[src/rtl/uart_cmd_decoder.sv]
// uart_cmd_decoder: turns a UART byte stream into checksummed SOF/opcode/len/payload commands on a valid/ready handshake
module uart_cmd_decoder #(
  parameter int         MAX_PAYLOAD  = 8,
  parameter int         TIMEOUT_CLKS = 208340,
  parameter logic [7:0] SOF          = 8'hA5
) (
  input  logic                     clock,
  input  logic                     reset_n,
  input  logic                     rx_dv,
  input  logic [7:0]               rx_data,
  output logic                     cmd_valid,
  input  logic                     cmd_ready,
  output logic [7:0]               cmd_opcode,
  output logic [3:0]               cmd_len,
  output logic [8*MAX_PAYLOAD-1:0] cmd_payload,
  output logic                     busy,
  output logic                     err_checksum,
  output logic                     err_length,
  output logic                     err_timeout,
  output logic                     err_overrun
);
  localparam int CW = $clog2(TIMEOUT_CLKS + 1);
  typedef enum logic [2:0] {HUNT, OPCODE, LENGTH, PAYLOAD, CHECK, HOLD} state_t;
  state_t                   state_q, state_d;
  logic [CW-1:0]            cnt_q, cnt_d;
  logic [7:0]               xor_q, xor_d;
  logic [3:0]               idx_q, idx_d;
  logic [7:0]               opcode_q, opcode_d;
  logic [3:0]               len_q, len_d;
  logic [8*MAX_PAYLOAD-1:0] pay_q, pay_d;
  logic                     valid_q, valid_d;
  logic                     busy_q, busy_d;
  logic                     err_chk_q, err_chk_d;
  logic                     err_len_q, err_len_d;
  logic                     err_to_q, err_to_d;
  logic                     err_ov_q, err_ov_d;
  logic                     active, timeout, len_bad;
  assign active  = state_q inside {OPCODE, LENGTH, PAYLOAD, CHECK};
  assign timeout = active && !rx_dv && cnt_q == CW'(TIMEOUT_CLKS - 1);
  assign len_bad = rx_data > 8'(MAX_PAYLOAD);
  always_ff @(posedge clock or negedge reset_n)
    if (!reset_n) state_q <= HUNT;
    else          state_q <= state_d;
  always_comb begin
    state_d = state_q;
    if (timeout) state_d = HUNT;
    else case (state_q)
      HUNT:    state_d = (rx_dv && rx_data == SOF) ? OPCODE : HUNT;
      OPCODE:  state_d = rx_dv ? LENGTH : OPCODE;
      LENGTH:  state_d = !rx_dv ? LENGTH : len_bad ? HUNT : (rx_data == 8'd0) ? CHECK : PAYLOAD;
      PAYLOAD: state_d = (rx_dv && idx_q == len_q - 4'd1) ? CHECK : PAYLOAD;
      CHECK:   state_d = !rx_dv ? CHECK : (rx_data == xor_q) ? HOLD : HUNT;
      HOLD:    state_d = (valid_q && cmd_ready) ? HUNT : HOLD;
      default: state_d = HUNT;
    endcase
  end
  always_comb begin
    cnt_d    = (rx_dv || !active) ? '0 : cnt_q + CW'(1);
    xor_d    = xor_q;
    idx_d    = idx_q;
    opcode_d = opcode_q;
    len_d    = len_q;
    pay_d    = pay_q;
    if (rx_dv)
      case (state_q)
        HUNT: if (rx_data == SOF) begin
          pay_d = '0;
          xor_d = '0;
          idx_d = '0;
        end
        OPCODE: begin
          opcode_d = rx_data;
          xor_d    = rx_data;
        end
        LENGTH: begin
          xor_d = xor_q ^ rx_data;
          len_d = len_bad ? len_q : rx_data[3:0];
        end
        PAYLOAD: begin
          pay_d[8*idx_q +: 8] = rx_data;
          xor_d = xor_q ^ rx_data;
          idx_d = idx_q + 4'd1;
        end
        default: ;
      endcase
    valid_d   = state_d == HOLD;
    busy_d    = state_d != HUNT;
    err_chk_d = state_q == CHECK && rx_dv && rx_data != xor_q;
    err_len_d = state_q == LENGTH && rx_dv && len_bad;
    err_to_d  = timeout;
    err_ov_d  = state_q == HOLD && rx_dv;
  end
  always_ff @(posedge clock or negedge reset_n)
    if (!reset_n) begin
      cnt_q     <= '0;
      xor_q     <= '0;
      idx_q     <= '0;
      opcode_q  <= '0;
      len_q     <= '0;
      pay_q     <= '0;
      valid_q   <= 1'b0;
      busy_q    <= 1'b0;
      err_chk_q <= 1'b0;
      err_len_q <= 1'b0;
      err_to_q  <= 1'b0;
      err_ov_q  <= 1'b0;
    end else begin
      cnt_q     <= cnt_d;
      xor_q     <= xor_d;
      idx_q     <= idx_d;
      opcode_q  <= opcode_d;
      len_q     <= len_d;
      pay_q     <= pay_d;
      valid_q   <= valid_d;
      busy_q    <= busy_d;
      err_chk_q <= err_chk_d;
      err_len_q <= err_len_d;
      err_to_q  <= err_to_d;
      err_ov_q  <= err_ov_d;
    end
  assign cmd_valid    = valid_q;
  assign cmd_opcode   = opcode_q;
  assign cmd_len      = len_q;
  assign cmd_payload  = pay_q;
  assign busy         = busy_q;
  assign err_checksum = err_chk_q;
  assign err_length   = err_len_q;
  assign err_timeout  = err_to_q;
  assign err_overrun  = err_ov_q;
endmodule

[config.mk]
export PLATFORM = sky130hd
export DESIGN_NAME = uart_cmd_decoder
export DESIGN_NICKNAME = d
export VERILOG_FILES = /design/src/rtl/uart_cmd_decoder.sv
export SDC_FILE = /design/constraint.sdc
export NUM_CORES = 1
export LEC_CHECK = 0
export ABC_CLOCK_PERIOD_IN_PS = 6800
export BUFFER_PORTS_ARGS = -buffer_cell sky130_fd_sc_hd__buf_2
export CORE_AREA = 2 2 99 101
export DETAILED_ROUTE_END_ITERATION = 16
export DIE_AREA = 0 0 101 103
export PLACE_DENSITY = 0.84
export SLEW_MARGIN = 10
export SYNTH_ARGS = -nofsm -noshare
export SYNTH_HDL_FRONTEND = slang
export SYNTH_SLANG_ARGS = --single-unit
[constraint.sdc]
create_clock -name clock -period 6.8 [get_ports clock]
set_clock_uncertainty 0.15 [all_clocks]
set_input_delay 0 -clock clock [delete_from_list [all_inputs] [get_ports clock]]
set_output_delay 0 -clock clock [all_outputs]
set_load 0.02 [all_outputs]
After elaboration in Yosys (flattened, before gate mapping)
Index checks and enable logic that the tools add are counted.
Word-level totals
  bits in registers: 115
  input port bits: 12
  output and inout port bits: 82
  logic and storage cells: 77
Operators by class
  $add $sub $neg: 4
  $lt $le $gt $ge: 1
  equality and inequality tests: 12
  shift-type cells: 2
  mux-type cells: 19
  bitwise gates (word level): 2
  reductions and logical operators: 24
Operator list (number)
  one-hot mux 64 bit (2 select lines): 1
  bitwise mux 64 bit: 1
  2-to-1 mux 64 bit: 1
  variable shift 8 x 34 -> 64 bit (first input constant): 1
  variable part select 8 x 34 -> 64 bit: 1
  negation 7 -> 34 bit: 1
  2-to-1 mux 3 bit: 8
  one-hot mux 8 bit (3 select lines): 1
  adder 18 x 1 -> 18 bit (second input constant): 1
  equality test 18 bit (second input constant): 1
  2-to-1 mux 18 bit: 1
  one-hot mux 3 bit (6 select lines): 1
  logical AND 1 bit: 10
  equality test 3 bit (second input constant): 3
  AND reduction 3 bit: 3
  equality test 8 bit: 1
  equality test 8 bit (second input constant): 1
  greater-than comparator 8 x 4 -> 1 bit (second input constant): 1
  logical NOT 8 bit: 1
  2-to-1 mux 8 bit: 1
  != test 8 bit: 1
  one-hot mux 4 bit (2 select lines): 1
  XOR 8 bit: 1
  equality test 3 x 2 -> 1 bit (second input constant): 2
  other kinds (17): 19

Depth between registers and ports, before layout
Gate-level depths: netlist of the first run.
  word-level depth: 7
  depth in mapped cells: 10
  depth with buffers taken out: 8

Least setup slack after synthesis of the first run
No wires, ideal clock.
  kind: register to register
  start: reg idx_q[0]
  end: reg pay_q[33] (netlist: cmd_payload[33])
  library setup time: 121 ps
  arrival: 1916 ps
  required time: 6529 ps
  slack: 4613 ps
  cell stages (with the launch flop): 10
  path buffers: 2
  clock period less this slack: 2187 ps
  path through: dfrtp_1 > buf_2 > nor3_1 > ha_1 > and2_1 > clkbuf_2 > o211ai_1 > nand2_1 > nand2_2 > a22o_1
Between the ends
  longest elaborated chain between the ends: 4
  elaborated cells on any way between the ends: 5
  those cells by class: add/sub (1); shift (2); mux (2)
RTL lines
  start: declaration: RTL line 27  | logic [3:0] idx_q, idx_d;
  start signal: assignment: RTL line 110  | idx_q <= idx_d;
  negation 7 -> 34 bit *: RTL line 80  | pay_d[8*idx_q +: 8] = rx_data;
  variable part select 8 x 34 -> 64 bit or variable shift 8 x 34 -> 64 bit (tied branches): RTL line 80
  bitwise mux 64 bit *: RTL line 80
  one-hot mux 64 bit (2 select lines) *: RTL line 65  | case (state_q)
  end signal: assignment: RTL line 113  | pay_q <= pay_d;
  end: declaration: RTL line 30  | logic [8*MAX_PAYLOAD-1:0] pay_q, pay_d;
Mark *: on every way between the ends. The rest lies on a longest branch, timed or not.
A chain may end at the register's enable or synchronous reset.

Worst setup path in the final report of the first run
  start: reg idx_q[0]
  end: reg pay_q[3] (netlist: cmd_payload[3])
Same word-level chain as after synthesis.

==> results_dict.tcl, run 1 <==
set metrics [dict create \
    syn_to_final_growth_pct 21.4 \
    path_class "flip-flop to flip-flop" \
    routabilityCongestion 0.939 \
    ys_types 72 \
    p_leak_uw 0.00331 \
    grt_start_max_net_pins 73 \
    post-route-period-util_pct 42.0 \
    synth.most_common_cell "dfrtp_1" \
    mappedNetlistArea_sq_um 5540 \
    tightest_slew_ns 0.852 \
    synthAdderAreaFrac_pct 1.58 \
    ys_seq_area_share_pct 51.9 \
    drt-total-wl_microns 13700 \
    cts_sinks 115 \
    setup_slack_ns 3.95 \
    crit_fanout 15 \
    setup_tns_ns 0 \
    slew_headroom_pct 43.2 \
    syn_nets 523 \
    synth_xor_area_share_pct 5.44 \
    synthTopCellsByArea "dfrtp_1, a22o_1, xor2_1, nand2_1, nor2_1" \
    finalMaxSlewViolations 0 \
    whs_ns 0.249 \
    crit_path_start_kind "flip-flop" \
    clk_latency_ns 0.52 \
    num-fill-cells 663 \
    muxShareOfSynthArea_pct 3.68 \
    num_antenna_cells 0 \
    vias 4377 \
    wl_met2_microns 6790 \
    drtIter0Drc 344 \
    max_freq_mhz 350 \
    ant_nets 0 \
    synth_edf_count 0 \
    r2r_cells 8 \
    min_to "cmd_valid" \
    chipHeight_microns 103 \
    routed-wl-met3_microns 1110 \
    whs_path_depth 5 \
    worstPathArrival_ns 3.14 \
    synth_top_area_share_pct 51.9 \
    hold_violations 0 \
    antenna_found_initial 0 \
    coreArea_sq_um 9460 \
    numCtsBuffers 17 \
    wl_per_cell_microns 18.8 \
    synth_compound_area_share_pct 15.5 \
    finalSetupViolCount 0 \
    place_ws_ns 4.01 \
    peakVddDrop_mv 0.157 \
    powerDensity_nw_per_um2 250 \
    ios 94 \
    worst_ep_required_time_ns 7.08 \
    grt_overflow 0 \
    synth_top_cell_by_area "dfrtp_1" \
    hp-start "cmd_ready" \
    layout-drive-gt1-share_pct 28.0 \
    die_area_sq_um 10400 \
    hold_path.class "input port to flip-flop" \
    ys_ff_latch 115 \
    synth_top_family_by_area "simple AND/OR/NAND/NOR gates" \
    initial_core_util_pct 58.6 \
    layout.nets 621 \
    htree_levels 4 \
    r2r-start "idx_q[0]" \
    clk_pin_slew_ns 0.06 \
    r2r-end "cmd_payload[3]" \
    synth_ff_type "dfrtp_1" \
    post-dp-hpwl_microns 9020 \
    num_rows 36 \
    highest-signal-layer "met4" \
    via_per_inst 6.00 \
    synth_common_cells "dfrtp_1, a22o_1, nand2_1" \
    synth_warnings 0 \
    maxCapViolations 0 \
    r2r_setup_slack_ns 3.95 \
    yosys.area_share.simple_pct 17.9 \
    io_buffers 93 \
    power.total_uw 1680 \
    grt_pass1_vias 4300 \
    final_core_util_pct 71.1 \
    fp.dieW_microns 101 \
    synth_cells 504 \
    min_period_ns 2.85 \
    rsz0062_at_grt "false" \
    cp-end-kind "flip-flop" \
    status "completed" \
    first_pass_iters 5 \
    syn_area_per_cell_sq_um 11.0 \
    cts_buffer_depth 2 \
    grt_pass1_wl_microns 21900 \
    met1_length_microns 5500 \
    track_usage_pct 27.8 \
    drc 0 \
    clockRootBuffer "clkbuf_8" \
    post_cts_resized 0 \
    cts_tree "yes" \
    async_flop_share_pct 100 \
]
-- sequential cells by signal, summed over array words and instances, names as in the netlist, 3 cells and up --
register	cells
state_q	3
cnt_q	18
cmd_payload	64
cmd_len	4
xor_q	8
idx_q	4
cmd_opcode	8
-- through the flow --
stage,instances,cell area (sq um)
floorplan,504,5540
global placement,684,6020
detailed placement,684,6020
CTS,729,6730
global route,729,6730
finish,729,6730
-- worst max-delay path, cell delays in order, from the launching register on --
cell and delay (ns):
dfrtp_1 0.72, inv_1 0.20, ha_1 0.46, nor2_1 0.21, nand4_1 0.24, nor2_1 0.15
o21a_1 0.38, nand3_1 0.14, o21ai_0 0.12
-- layout make-up --
class	count	area (sq um)	area share, %
inverter	20	76.3	1.13
clock buffer	17	414	6.15
multi-input combinational	341	2450	36.4
clock inverter	15	148	2.19
timing repair buffer	107	623	9.26
tap	114	143	2.12
sequential	115	2880	42.8
-- layer usage --
metal	vias to the layer above	global-route usage, %
li1	2001	-
met1	2136	34.5
met2	207	46.4
met3	33	8.68
met4	0	9.77
met5	-	0
-- cell families (layout without fill, tap and decap cells) --
group	count (synthesis)	in the layout
AND/OR/NAND/NOR	173	173
flip-flops	115	115
AO/OA/AOI/OAI	110	110
buffers and inverters	48	159
XOR/XNOR	32	32
multiplexers	19	19
adder cells (fa/ha/maj)	7	7
-- power breakdown --
| part | leakage (uW) | switching [uW] | internal (uW) |
|---|---|---|---|
| registers | 0.00155 | 18.2 | 702 |
| clock network | 0.000273 | 345 | 493 |
| logic | 0.00148 | 77.7 | 42.9 |
-- what timing repair did --
item,4_1_cts,5_1_grt
hold buffers,13,0
hold endpoints to repair,134,0
buffers inserted,0,0
-- worst max-delay path by stage --
stage                     startpoint         endpoint
after floorplan             idx_q[0]  cmd_payload[33]
after global placement      idx_q[0]   cmd_payload[6]
after detailed placement    idx_q[0]   cmd_payload[4]
after CTS                   idx_q[0]   cmd_payload[3]
after global routing        idx_q[0]   cmd_payload[5]
final                       idx_q[0]   cmd_payload[3]
-- cell usage in the layout (no fill, tap or decap), types with 6 or more instances in the layout --
cell type and instances:
dfrtp_1 115, buf_2 92, nand2_1 50, a22o_1 50
nor2_1 35, xor2_1 23, inv_1 19, nand3_1 19
o21ai_0 17, clkbuf_16 16, dlygate4sd3_1 12, mux2_2 11
a21oi_1 10, mux2i_1 8, nor3_1 7, nand4_1 7
xnor2_1 7, ha_1 7, nand2b_1 6, a22oi_1 6
Power figures use the tool's default switching activity.
==> run 2, diff against run 1 <==
ABC_CLOCK_PERIOD_IN_PS = 2800   (was 6800)
CORE_AREA = 2 2 103 105   (was 2 2 99 101)
DIE_AREA = 0 0 105 107   (was 0 0 101 103)
PLACE_DENSITY = 0.78   (was 0.84)
clock period = 2.8 ns   (was 6.8 ns; I/O delays follow)
==> results_dict.tcl, run 2 (synthesized netlist as in run 1, its figures left out) <==
set metrics [dict create \
    r2r-start "idx_q[0]" \
    clk_latency_ns 0.52 \
    finalSetupViolCount 0 \
    final_cell_mix "dfrtp_1, buf_2, nand2_1, a22o_1, nor2_1" \
    drt-total-wl_microns 14000 \
    whs_path_depth 4 \
    post-dp-hpwl_microns 9340 \
    peakVddDrop_mv 0.353 \
    post-cts-setup-buffers 0 \
    maxCapViolations 0 \
    post-route-period-util_pct 89.4 \
    final_common_cell "dfrtp_1" \
    die_area_sq_um 11200 \
    min_to "cmd_payload[2]" \
    syn_to_final_growth_pct 23.4 \
    status "completed" \
    grt_pass1_vias 4450 \
    coreArea_sq_um 10100 \
    cts_sinks 115 \
    placed_cell_area_sq_um 6110 \
    track_usage_pct 26.0 \
    ios 94 \
    antenna_found_initial 0 \
    busiest_layer "met2" \
    instances_no_fill 759 \
    grt_pass1_wl_microns 22700 \
    crit_family "simple AND/OR/NAND/NOR gates" \
    largest_reg_flops 64 \
    hold_path.class "input port to flip-flop" \
    cts_tree "yes" \
    worstPathArrival_ns 2.79 \
    cp_cell_sequence "inv_1 > ha_1 > nor3b_4 > nand4_1 > nor2_1 > o21a_1 > nand3_1 > o21ai_0" \
    met1_usage_pct 33.1 \
    crit_path_start_kind "flip-flop" \
    routabilityCongestion 0.891 \
    worst_ep_required_time_ns 3.09 \
    met3_usage_pct 7.42 \
    initial_core_util_pct 54.9 \
    hold_violations 0 \
    cp-end-kind "flip-flop" \
    num_rows 37 \
    r2r_cells 8 \
    finalMaxSlewViolations 0 \
    path_class "flip-flop to flip-flop" \
    crit_fanout 15 \
    r2r-end "cmd_payload[4]" \
    io_buffers 93 \
    tightest_slew_ns 0.616 \
    wl_per_cell_microns 18.4 \
    numCtsBuffers 17 \
    r2r_setup_slack_ns 0.30 \
    grt_util_met2_pct 43.0 \
    ant_nets 0 \
    clockRootBuffer "clkbuf_8" \
    max_freq_mhz 400 \
    chipHeight_microns 107 \
    place_ws_ns 0.326 \
    grt_start_max_net_pins 72 \
    place_inst 713 \
    grt_overflow 0 \
    crit_buf_inv 1 \
    layout-drive-gt1-share_pct 28.7 \
    clk_pin_slew_ns 0.06 \
    min_period_ns 2.50 \
    drc 0 \
    cts_buffer_depth 2 \
    hp-start "rx_data[2]" \
    finish.instance_area_sq_um 6840 \
    fp.dieW_microns 105 \
    via_per_inst 5.86 \
    p_leak_uw 0.00336 \
    powerDensity_nw_per_um2 601 \
    setup_slack_ns 0.297 \
    setup_tns_ns 0 \
    slowest_stage "dfrtp_1" \
    num_antenna_cells 0 \
    vias 4451 \
    slew_headroom_pct 58.7 \
    htree_levels 4 \
    rsz0062_at_grt "false" \
    cpPeakStageDelay_ns 0.48 \
    layout.nets 629 \
    drtIter0Drc 365 \
    first_pass_iters 5 \
]
## run 2: cell count changes in the layout (fill, tap and decap cells not counted), sizes merged
cell / change
clkinv: +2
bufinv: +1
buf: +7
dlygate4sd3: +1
inv: -3
## run 2: layer usage
layer	routed length [microns]	vias up
met2	7070	199
met1	5750	2217
met4	200	0
met3	937	23
li1	-	2012
met5	0	-
## run 2: worst max path at each step
stage	slack, ns	endpoint	startpoint	depth (start not counted)
6_report	0.30	cmd_payload[4]	idx_q[0]	8
5_1_grt	0.09	cmd_payload[33]	idx_q[0]	8
4_1_cts	0.29	cmd_payload[7]	idx_q[0]	8
3_5_place_dp	0.33	cmd_payload[7]	idx_q[0]	8
3_3_place_gp	0.43	cmd_payload[53]	idx_q[0]	7
2_1_floorplan	0.61	cmd_payload[36]	idx_q[0]	9
## run 2: where the power goes
| part | total, uW | switching (uW) | leakage [uW] | internal, uW |
|---|---|---|---|---|
| logic | 295 | 186 | 0.00153 | 108 |
| clock network | 2060 | 795 | 0.000279 | 1270 |
| registers | 1750 | 43.0 | 0.00155 | 1710 |
| total | 4110 | 1020 | 0.00336 | 3080 |
## run 2: worst reg2reg max path: stages, from the launching register on
cell and delay (ns):
dfrtp_1 0.48, inv_1 0.17, ha_1 0.26, nor3b_4 0.29
nand4_1 0.25, nor2_1 0.15, o21a_1 0.40, nand3_1 0.16
o21ai_0 0.11
## run 2: stage by stage
| stage | hold WS (ns) | power [uW] | util, % |
|---|---|---|---|
| final | 0.331 | 4110 | 67.8 |
| after CTS | 0.299 | 4130 | 67.8 |
| after floorplan | -0.446 | 1940 | - |
| after global routing | 0.355 | 4250 | 67.8 |
| after global placement | -0.106 | 2040 | 60.6 |
| after detailed placement | -0.104 | 2050 | 60.6 |
## run 2: cell type report
| type | instances | area [sq um] |
|---|---|---|
| clock buffer | 17 | 414 |
| sequential | 115 | 2880 |
| clock inverter | 15 | 156 |
| tap | 136 | 170 |
| timing repair buffer | 115 | 698 |
| inverter | 20 | 76.3 |
| fill | 753 | 3250 |
| multi-input combinational | 341 | 2450 |
## run 2: repair_timing
item                                   4_1_cts  5_1_grt
resized for setup                            0        0
hold buffers                                14        0
setup endpoints to repair                    0        0
endpoints found under the hold margin      205        0
==> run 3, diff against run 2 <==
CORE_AREA = 2 2 114 116   (was 2 2 103 105)
DIE_AREA = 0 0 116 118   (was 0 0 105 107)
PLACE_DENSITY = 0.66   (was 0.78)
==> results_dict.tcl, run 3 (synthesized netlist as in run 1, its figures left out) <==
set metrics [dict create \
    status "completed" \
    antenna_found_initial 0 \
    path_class "flip-flop to flip-flop" \
    max_freq_mhz 408 \
    post_cts_resized 0 \
    r2r-end "cmd_payload[39]" \
    p_int_uw 3300 \
    first_pass_iters 5 \
    post-route-period-util_pct 87.5 \
    maxCapViolations 0 \
    track_usage_pct 22.1 \
    largest_reg_flops 64 \
    r2r_cells 7 \
    crit_fanout 8 \
    grt_pass1_vias 4415 \
    ant_nets 0 \
    tightest_slew_ns 0.726 \
    cp_cell_sequence "inv_1 > ha_1 > xnor2_2 > and2_1 > o211ai_1 > nor4_4 > a22o_1" \
    chipHeight_microns 118 \
    cts_tree "yes" \
    cp-end-kind "flip-flop" \
    layout-drive-gt1-share_pct 28.5 \
    multi_input_area_sq_um 2450 \
    htree_levels 4 \
    p_leak_uw 0.00336 \
    coreArea_sq_um 12400 \
    peakVddDrop_mv 0.386 \
    final_cell_mix "dfrtp_1, buf_2, nand2_1, a22o_1, nor2_1" \
    cts_buffer_depth 2 \
    final_common_cell "dfrtp_1" \
    p_comb_share_pct 6.8 \
    slew_headroom_pct 51.6 \
    p_seq_share_pct 40.7 \
    num_antenna_cells 0 \
    p_clk_share_pct 52.5 \
    initial_core_util_pct 44.6 \
    io_buffers 93 \
    hold_path.class "input port to asynchronous set/reset pin" \
    die_area_sq_um 13700 \
    drt-total-wl_microns 14200 \
    slowest_stage "dfrtp_1" \
    grt_pass1_wl_microns 23200 \
    post-dp-hpwl_microns 9510 \
    numCtsBuffers 17 \
    num-fill-cells 1108 \
    ios 94 \
    swShare_pct 23.4 \
    worst_ep_required_time_ns 3.01 \
    drc 0 \
    regArea_sq_um 2880 \
    powerDensity_nw_per_um2 624 \
    drtIter0Drc 298 \
    rsz0062_at_grt "false" \
    finalMaxSlewViolations 0 \
    cts_sinks 115 \
    worstPathArrival_ns 2.66 \
    num_rows 41 \
    grt_overflow 0 \
    p_switching_uw 1000 \
    fp.dieW_microns 116 \
    routabilityCongestion 0.915 \
    place_inst 750 \
    r2r-start "idx_q[0]" \
    clk_latency_ns 0.42 \
    hold_violations 0 \
    clockRootBuffer "clkbuf_16" \
    finalSetupViolCount 0 \
    layout.nets 627 \
    syn_to_final_growth_pct 24.4 \
    instances_no_fill 793 \
    vias 4303 \
    grt_start_max_net_pins 55 \
    cpPeakStageDelay_ns 0.48 \
    r2r_setup_slack_ns 0.35 \
    crit_path_start_kind "flip-flop" \
    clk_pin_slew_ns 0.06 \
    wl_per_cell_microns 17.9 \
    min_period_ns 2.45 \
    via_per_inst 5.43 \
    setup_tns_ns 0 \
]
## run 3: worst max path at each step
stage / from / end / slack, ns / cells after the start
final: idx_q[0] / cmd_payload[39] / 0.35 / 7
after floorplan: idx_q[0] / cmd_payload[36] / 0.61 / 9
after detailed placement: idx_q[0] / cmd_payload[39] / 0.35 / 8
after global routing: idx_q[1] / cmd_payload[3] / 0.16 / 8
after CTS: idx_q[0] / cmd_payload[39] / 0.36 / 8
after global placement: idx_q[0] / cmd_payload[34] / 0.44 / 7
## run 3: what timing repair did
action                                 4_1_cts  5_1_grt
buffers inserted                             0        0
endpoints found under the hold margin      154        0
hold buffers                                11        0
## run 3: per-stage QoR
stage	area [sq um]	hold WS, ns	worst slack [ns]	power (uW)	util, %
floorplan	5540	-0.446	0.613	1940	-
global placement	6160	-0.0533	0.437	2050	49.7
detailed placement	6160	-0.0493	0.353	2060	49.7
CTS	6890	0.0489	0.356	4340	55.5
global route	6890	0.104	0.160	4460	55.5
finish	6890	0.0258	0.349	4300	55.5
## run 3: cell type report
cell class / instances / share of cell area [%]
repair buffers: 113 / 9.55
flip-flops and latches: 115 / 41.8
clock buffers: 19 / 6.28
clock inverters: 13 / 2.67
inverters: 20 / 1.11
multi-input cells: 341 / 35.5
well taps: 172 / 3.12
## run 3: layer usage
metal	routed length, microns	vias up	part of all wire (%)	GRT usage (%)
met2	6970	118	49	34.5
met5	0	-	0	0
li1	-	2010	-	-
met1	6230	2152	44	28.5
met4	257	0	1.8	7.81
met3	738	23	5.2	7.31
## run 3: worst max-delay path, delay by kind of cell, from the launching register on
family,cells,cell delay [ns]
AO/OA/AOI/OAI,2,0.46
adder cells (fa/ha/maj),1,0.27
flip-flops,1,0.48
AND/OR/NAND/NOR,2,0.69
XOR/XNOR,1,0.21
buffers and inverters,1,0.14
## run 3: power by group through the flow
stage                     clock (uW)  sequential (uW)  combinational (uW)
after floorplan                    0             1790                 146
after global placement             0             1780                 276
after detailed placement           0             1780                 282
after CTS                       2290             1750                 295
after global routing            2380             1760                 325
final                           2260             1750                 293
